**src/rtl/soc_bus_pkg.sv**
```systemverilog
// Shared definitions for the SoC bus fabric:
// FSM state encoding, default fault data and slave-count helpers.
package soc_bus_pkg;

   typedef enum logic [1:0] {
      S_IDLE   = 2'd0,
      S_ACCESS = 2'd1,
      S_RESP   = 2'd2
   } state_t;

   localparam logic [31:0] DEF_ERR_RDATA = 32'h0;
   localparam int          MAX_N_SLV     = 16;

   // Width of a slave index; never less than one bit.
   function automatic int sel_w(input int n);
      return (n > 1) ? $clog2(n) : 1;
   endfunction

endpackage

```
**src/rtl/soc_addr_decode.sv**
```systemverilog
// Combinational base/mask address decoder.
// Lowest-index hit wins; flags writes to read-only slaves.
module soc_addr_decode
   import soc_bus_pkg::*;
#(
   parameter int                  N_SLV    = 6,
   parameter logic [32*N_SLV-1:0] SLV_BASE = '0,
   parameter logic [32*N_SLV-1:0] SLV_MASK = '0,
   parameter logic [N_SLV-1:0]    SLV_RO   = '0,
   parameter int                  SW       = sel_w(N_SLV)
)(
   input  logic [31:0]   i_addr,
   input  logic          i_wr,
   output logic          o_hit,
   output logic [SW-1:0] o_sel,
   output logic          o_ro_fault
);

   logic          w_hit;
   logic [SW-1:0] w_sel;

   // Scan from the top so the lowest matching index is kept last.
   always_comb begin
      w_hit = 1'b0;
      w_sel = '0;
      for (int i = N_SLV - 1; i >= 0; i--) begin
         if ((i_addr & SLV_MASK[32*i +: 32]) == SLV_BASE[32*i +: 32]) begin
            w_hit = 1'b1;
            w_sel = SW'(i);
         end
      end
   end

   // A write that lands on a read-only slave is rejected.
   always_comb begin
      o_hit      = w_hit;
      o_sel      = w_sel;
      o_ro_fault = 1'b0;
      for (int i = 0; i < N_SLV; i++) begin
         if (w_sel == SW'(i))
            o_ro_fault = w_hit & i_wr & SLV_RO[i];
      end
   end

endmodule

```
**src/rtl/soc_bus_fabric.sv**
```systemverilog
// CPU-to-slaves interconnect with decode, timeout,
// read-only protection and fault reporting.
module soc_bus_fabric
   import soc_bus_pkg::*;
#(
   parameter int                  N_SLV     = 6,
   parameter logic [32*N_SLV-1:0] SLV_BASE  = '0,
   parameter logic [32*N_SLV-1:0] SLV_MASK  = '0,
   parameter logic [N_SLV-1:0]    SLV_RO    = '0,
   parameter int                  TIMEOUT   = 255,
   parameter logic [31:0]         ERR_RDATA = DEF_ERR_RDATA
)(
   input  logic                 clk,
   input  logic                 resetn,
   input  logic                 cpu_mem_valid,
   input  logic [31:0]          cpu_mem_addr,
   input  logic [3:0]           cpu_mem_wstrb,
   output logic                 cpu_mem_ready,
   output logic [31:0]          cpu_mem_rdata,
   output logic                 access_fault,
   output logic [N_SLV-1:0]     s_valid,
   input  logic [N_SLV-1:0]     s_ready,
   input  logic [32*N_SLV-1:0]  s_rdata,
   output logic [31:0]          err_addr,
   output logic [7:0]           err_count
);

   localparam int SW = sel_w(N_SLV);
   localparam int CW = (TIMEOUT > 0) ? $clog2(TIMEOUT + 1) : 1;
   localparam logic [CW-1:0] CNT_LAST =
      CW'((TIMEOUT > 0) ? TIMEOUT - 1 : 0);

   state_t            r_state;
   state_t            w_next;
   logic [SW-1:0]     r_sel;
   logic [N_SLV-1:0]  r_svalid;
   logic [CW-1:0]     r_cnt;
   logic [31:0]       r_rdata;
   logic              r_fault;
   logic [31:0]       r_err_addr;
   logic [7:0]        r_err_count;

   logic              w_hit;
   logic [SW-1:0]     w_sel;
   logic              w_ro_fault;
   logic              w_legal;
   logic [N_SLV-1:0]  w_onehot;
   logic              w_srdy;
   logic [31:0]       w_srd;
   logic              w_timeout;
   logic              w_fault_now;

   soc_addr_decode #(
      .N_SLV    (N_SLV),
      .SLV_BASE (SLV_BASE),
      .SLV_MASK (SLV_MASK),
      .SLV_RO   (SLV_RO),
      .SW       (SW)
   ) u_dec (
      .i_addr     (cpu_mem_addr),
      .i_wr       (|cpu_mem_wstrb),
      .o_hit      (w_hit),
      .o_sel      (w_sel),
      .o_ro_fault (w_ro_fault)
   );

   assign w_legal   = w_hit & ~w_ro_fault;
   assign w_timeout = (TIMEOUT != 0) && (r_cnt == CNT_LAST);

   // One-hot request vector and selected-slave response mux.
   always_comb begin
      w_onehot = '0;
      w_srdy   = 1'b0;
      w_srd    = '0;
      for (int i = 0; i < N_SLV; i++) begin
         w_onehot[i] = (w_sel == SW'(i));
         if (r_sel == SW'(i)) begin
            w_srdy = s_ready[i];
            w_srd  = s_rdata[32*i +: 32];
         end
      end
   end

   // Fault events: decode failure in IDLE, or timeout without a late ready.
   always_comb begin
      w_fault_now = 1'b0;
      if (r_state == S_IDLE)
         w_fault_now = cpu_mem_valid & ~w_legal;
      else if (r_state == S_ACCESS)
         w_fault_now = ~w_srdy & w_timeout;
   end

   // State register.
   always_ff @(posedge clk or negedge resetn) begin
      if (!resetn) r_state <= S_IDLE;
      else         r_state <= w_next;
   end

   // Next-state logic.
   always_comb begin
      w_next = r_state;
      unique case (r_state)
         S_IDLE: begin
            if (cpu_mem_valid)
               w_next = w_legal ? S_ACCESS : S_RESP;
         end
         S_ACCESS: begin
            if (w_srdy || w_timeout)
               w_next = S_RESP;
         end
         S_RESP:  w_next = S_IDLE;
         default: w_next = S_IDLE;
      endcase
   end

   // Outputs: response strobe only in RESP, fault gated by it.
   always_comb begin
      cpu_mem_ready = (r_state == S_RESP);
      access_fault  = (r_state == S_RESP) & r_fault;
      cpu_mem_rdata = r_rdata;
      s_valid       = r_svalid;
      err_addr      = r_err_addr;
      err_count     = r_err_count;
   end

   // Transaction datapath: select, slave request, counter, response data.
   always_ff @(posedge clk or negedge resetn) begin
      if (!resetn) begin
         r_sel    <= '0;
         r_svalid <= '0;
         r_cnt    <= '0;
         r_rdata  <= '0;
         r_fault  <= 1'b0;
      end else begin
         case (r_state)
            S_IDLE: begin
               if (cpu_mem_valid) begin
                  if (w_legal) begin
                     r_sel    <= w_sel;
                     r_svalid <= w_onehot;
                     r_cnt    <= '0;
                     r_fault  <= 1'b0;
                  end else begin
                     r_rdata  <= ERR_RDATA;
                     r_fault  <= 1'b1;
                  end
               end
            end
            S_ACCESS: begin
               if (w_srdy) begin
                  r_rdata  <= w_srd;
                  r_svalid <= '0;
                  r_fault  <= 1'b0;
               end else if (w_timeout) begin
                  r_rdata  <= ERR_RDATA;
                  r_svalid <= '0;
                  r_fault  <= 1'b1;
               end else begin
                  r_cnt    <= r_cnt + 1'b1;
               end
            end
            default: ;
         endcase
      end
   end

   // Fault log: last faulting address and saturating count.
   always_ff @(posedge clk or negedge resetn) begin
      if (!resetn) begin
         r_err_addr  <= '0;
         r_err_count <= '0;
      end else if (w_fault_now) begin
         r_err_addr <= cpu_mem_addr;
         if (r_err_count != 8'hFF)
            r_err_count <= r_err_count + 8'd1;
      end
   end

endmodule
```
**config.mk**
```make
export PLATFORM = sky130hd
export DESIGN_NAME = soc_bus_fabric
export DESIGN_NICKNAME = d
export VERILOG_FILES = /design/src/rtl/soc_bus_pkg.sv /design/src/rtl/soc_addr_decode.sv /design/src/rtl/soc_bus_fabric.sv
export SDC_FILE = /design/constraint.sdc
export NUM_CORES = 1
export LEC_CHECK = 0
export ABC_CLOCK_PERIOD_IN_PS = 1900
export CAP_MARGIN = 20
export CORE_ASPECT_RATIO = 0.9
export CORE_UTILIZATION = 35
export CTS_CLUSTER_DIAMETER = 100
export CTS_CLUSTER_SIZE = 12
export DETAILED_ROUTE_END_ITERATION = 12
export PLACE_DENSITY = 0.78
export SLEW_MARGIN = 25
export SYNTH_ARGS = -nofsm -noshare
export SYNTH_HDL_FRONTEND = slang
export SYNTH_HIERARCHICAL = 1
export SYNTH_SLANG_ARGS = --single-unit
```
**constraint.sdc**
```tcl
create_clock -name clk -period 1.9 [get_ports clk]
set_input_delay 0.38 -clock clk [delete_from_list [all_inputs] [get_ports clk]]
set_output_delay 0.38 -clock clk [all_outputs]
set_load 0.1 [all_outputs]
```
# Yosys cells after proc, flatten, opt, wreduce, memory -nomap -nowiden
# Cells that the tools add are included.
[totals]
ff_bits = 89
in_bits = 237
out_inout_bits = 80
elab_cells = 49
[op_classes]
add_sub_neg = 2
n_eq_ne = 9
mux = 19
n_bitwise = 3
reduce_logical = 9
[ops]
columns = ["operator", "n"]
rows = [
  ["32-bit 2-to-1 mux", 2],
  ["8-bit 2-to-1 mux", 3],
  ["6-bit 2-to-1 mux", 3],
  ["8-bit by 1-bit adder with 8-bit output, second input constant", 2],
  ["8-bit one-hot mux with 2 select lines", 1],
  ["6-bit one-hot mux with 2 select lines", 1],
  ["8-bit equality test, second input constant", 1],
  ["8-bit != test, second input constant", 1],
  ["2-bit != test, second input constant", 3],
  ["2-bit AND reduction", 3],
  ["1-bit 2-to-1 mux", 5],
  ["2-bit 2-to-1 mux", 2],
  ["2-bit one-hot mux with 2 select lines", 1],
  ["4-bit AND reduction", 1],
  ["2-bit nonzero test", 2],
  ["3-bit != test, second input constant", 1],
  ["3-bit AND reduction", 1],
  ["1-bit AND", 2],
  ["2-bit by 1-bit equality test with 1-bit output, second input constant", 1],
  ["2-bit equality test, second input constant", 1],
  ["2-bit logical NOT", 1],
  ["2-bit by 1-bit != test with 1-bit output, second input constant", 1],
  ["1-bit one-hot mux with 2 select lines", 1],
  ["1-bit logical OR", 1],
  ["1-bit inverter", 1],
]

# Depth between registers and ports, before layout
[logic_depth]
word_depth = 5
ltp_mapped = 9
ltp_nobuf = 7

# Hierarchy
# The synthesis kept the hierarchy.
[modules_own_cells]
columns = ["mod", "instances", "cells_per_inst", "area_per_inst_um2", "seq_area_each_um2"]
rows = [
  ["soc_bus_fabric", 1, 481, 5367.6, 2302.2],
  ["soc_addr_decode", 1, 7, 45.0, 0.0],
]

# Worst setup path before layout
# No wires, ideal clock.
[synth_timing]
kind = "register -> output"
from = "register r_state[1]"
to = "output access_fault"
t_arrival_ns = 2.719
path_slack_ns = -1.199
path_stages_with_launch = 3
path_buffers = 0
cell_sequence = "dfrtp_1 -> nor2b_1 -> and2_1"
[synth_between]
elab_chain_len = 2
[synth_lines]
columns = ["item", "line_no", "rtl"]
rows = [
  ["start, declared", "soc_bus_fabric.sv:33", "state_t r_state;"],
  ["start signal, assigned", "soc_bus_fabric.sv:96", "else r_state <= w_next;"],
  ["2-bit equality test", "n/a", ""],
  ["net cpu_mem_ready", "soc_bus_fabric.sv:18", "output logic cpu_mem_ready,"],
  ["1-bit AND", "soc_bus_fabric.sv:119", "access_fault = (r_state == S_RESP) & r_fault;"],
  ["end, declared", "soc_bus_fabric.sv:20", "output logic access_fault,"],
]
# The timed path passes the listed nets, and every way through them passes these cells.

==> results.cfg <==
[status]
outcome = finished, violations left
violations = negative setup slack

[synth]
syn_inst = 487
syn_avg_cell_area_sq_um = 11.1
synth-warning-count = 6
netlist_area_sq_um = 5410

[timing]
rsz0062_at_grt = yes
whs_ns = 0.447
hold_viol_final = 0
slew_viol_final = 0
fin_crit_sh = 1.11
setup_ws_ns = -0.200
setup_tns_ns = -11.34
fmax_ghz = 0.476
worst_clock_skew_ns = 0.00661
period_needed_ns = 2.10
finalSetupViolations = 80

[hold_path]
min_path_type = input pin to asynchronous set/reset pin

[clocking]
root_buffer = clkbuf_16
htreeDepth = 3
cts.clk_slew.worst_paths_ns = 0.06
insertion_delay_ns = 0.33
cts_buffers = 9
cts.sinks = 92
cts_tree = built
clockBufferDepth = 2

[global_routing]
overflow = 0
grt_max_degree = 48
grt_first_pass_wirelength_microns = 30600
grt_pass1_vias = 5703
grt_usage = 0.247
antenna_found_initial = 0

[power_and_ir_drop]
p_leak_nw = 4.35
p_per_area_nw_per_um2 = 2000
peakVddDrop_v = 0.00211

[layout]
drive_gt1_frac = 0.373
regArea_sq_um = 2320
nFillCells = 1065
area_delta_synth_final_pct = 93.4
final_area_sq_um = 10500
nNetsFinal = 1084
layout.cells.non_filler = 1046
diodes = 0
multi_input_area_sq_um = 3240

[floorplanning]
core_area_sq_um = 14900
initial_core_util = 0.363
dieArea_sq_um = 15900
rows = 42
die_h_microns = 120
io_pins = 317
die_w_microns = 133

[place]
pre_cts_ws_ns = -0.584
dp_hpwl_microns = 15200
dp.cells = 1005
finalWeightedCongestion = 0.877
io_buffer_count = 312
placed_cell_area_sq_um = 9550

[worst_setup_path]
max_stage_delay_ns = 0.49
reg2reg_from = r_sel[0]$_DFFE_PN0P_
cp_max_fo = 12
r2r_cells = 8
crit_type = flop to flop
cp_slowest_cell = dfrtp_4
cp_cell_sequence = nor3b_4, a211o_1, a31oi_4, o21ai_2, or2_4, buf_12, buf_12, o2bb2ai_1
cp.required_ns = 2.11
cp-end-kind = flop
crit_path_start_kind = flop
rrSetupSlack_ns = -0.20
cpMostUsedCell = buf_12
crit_arrival_ns = 2.31
r2r_end = cpu_mem_rdata[15]$_DFFE_PN0P_

[detailed_routing]
via_per_inst = 5.35
firstDrtPassIters = 6
antenna_left = 0
drt_drc_violations_left = 0
via_count = 5599
postRouteWirelength_microns = 20700
initialDrtViolationCount = 308
post_drt_wl_per_cell_microns = 19.8

[flow_run]
cap_violations = 0
-- cell type report --
class | count | area share
Tap cell | 198 | 0.0237
Inverter | 7 | 0.00251
Timing Repair Buffer | 387 | 0.413
Multi-Input combinational cell | 347 | 0.310
Clock inverter | 4 | 0.00730
Clock buffer | 11 | 0.0223
Sequential cell | 92 | 0.222
-- worst max-delay path, delay by kind of cell, from the launching register on --
kind	cells	cell delay, ns
AO/OA/AOI/OAI	4	0.75
flip-flops	1	0.49
AND/OR/NAND/NOR	2	0.45
buffers and inverters	2	0.28
-- through the flow --
step | utilization | power (mW)
finish | 0.703 | 20.9
global route | 0.703 | 21.7
CTS | 0.680 | 20.4
detailed placement | 0.642 | 18.0
global placement | 0.642 | 17.8
floorplan | - | 13.2
-- how the worst max path moves through the flow --
stage / slack [ns] / startpoint / end
after floorplan: -0.04 / r_state[1]$_DFFE_PN0P_ / access_fault
after global placement: -0.50 / s_ready[4] / cpu_mem_rdata[2]$_DFFE_PN0P_
final: -0.20 / r_sel[0]$_DFFE_PN0P_ / cpu_mem_rdata[15]$_DFFE_PN0P_
after CTS: -0.21 / r_sel[0]$_DFFE_PN0P_ / cpu_mem_rdata[30]$_DFFE_PN0P_
after global routing: -0.24 / r_sel[0]$_DFFE_PN0P_ / cpu_mem_rdata[1]$_DFFE_PN0P_
after detailed placement: -0.58 / s_ready[4] / cpu_mem_rdata[0]$_DFFE_PN0P_
-- registers in the layout, summed over array words and instances (netlist names) --
register,count
err_addr,32
r_fault,1
r_state,2
r_cnt,8
r_sel,3
err_count,8
cpu_mem_rdata,32
s_valid,6
-- power breakdown --
group	leakage [nW]	switching [mW]	internal (mW)	total (mW)
Combinational	3.04	9.48	5.77	15.3
Sequential	1.17	0.939	2.87	3.81
Clock	0.146	0.738	1.15	1.89
-- routing by layer --
metal | vias up | routed length, microns | global-route usage | part of all wire
met4 | 0 | 653 | 0.0955 | 0.032
met1 | 2716 | 7980 | 0.287 | 0.39
met5 | - | 0 | 0 | 0
li1 | 2553 | - | - | -
met2 | 286 | 10300 | 0.436 | 0.50
met3 | 44 | 1700 | 0.0629 | 0.082
-- placed cells by master (no fill, tap or decap), types with 3 or more instances in the layout --
cell / instances
clkdlybuf4s50_1: 229
buf_4: 86
dfrtp_1: 84
mux2_2: 56
buf_12: 53
nand2_1: 35
mux2i_1: 34
o2bb2ai_2: 26
o21ai_0: 25
mux2_4: 23
a222oi_1: 20
nor3_1: 14
nor2_1: 13
clkbuf_16: 12
a221oi_1: 10
buf_6: 9
inv_1: 7
a31oi_1: 7
xnor2_1: 6
o2bb2ai_1: 6
nand2b_1: 5
dfrtp_2: 5
conb_1: 5
and3_1: 4
buf_16: 4
and4_4: 3
a21oi_1: 3
o31ai_1: 3
nand3_1: 3
dfrtp_4: 3
-- timing repair --
| action | CTS | global route |
|---|---|---|
| gates cloned | 3 | 6 |
| resized for setup | 19 | 38 |
| setup endpoints to repair | 75 | 82 |
| hold buffers | 1 | 0 |
| buffers inserted | 9 | 9 |
| hold endpoints to repair | 11 | 0 |
| pin swaps | 7 | 15 |
No activity file was read; power rests on OpenSTA's default activity.
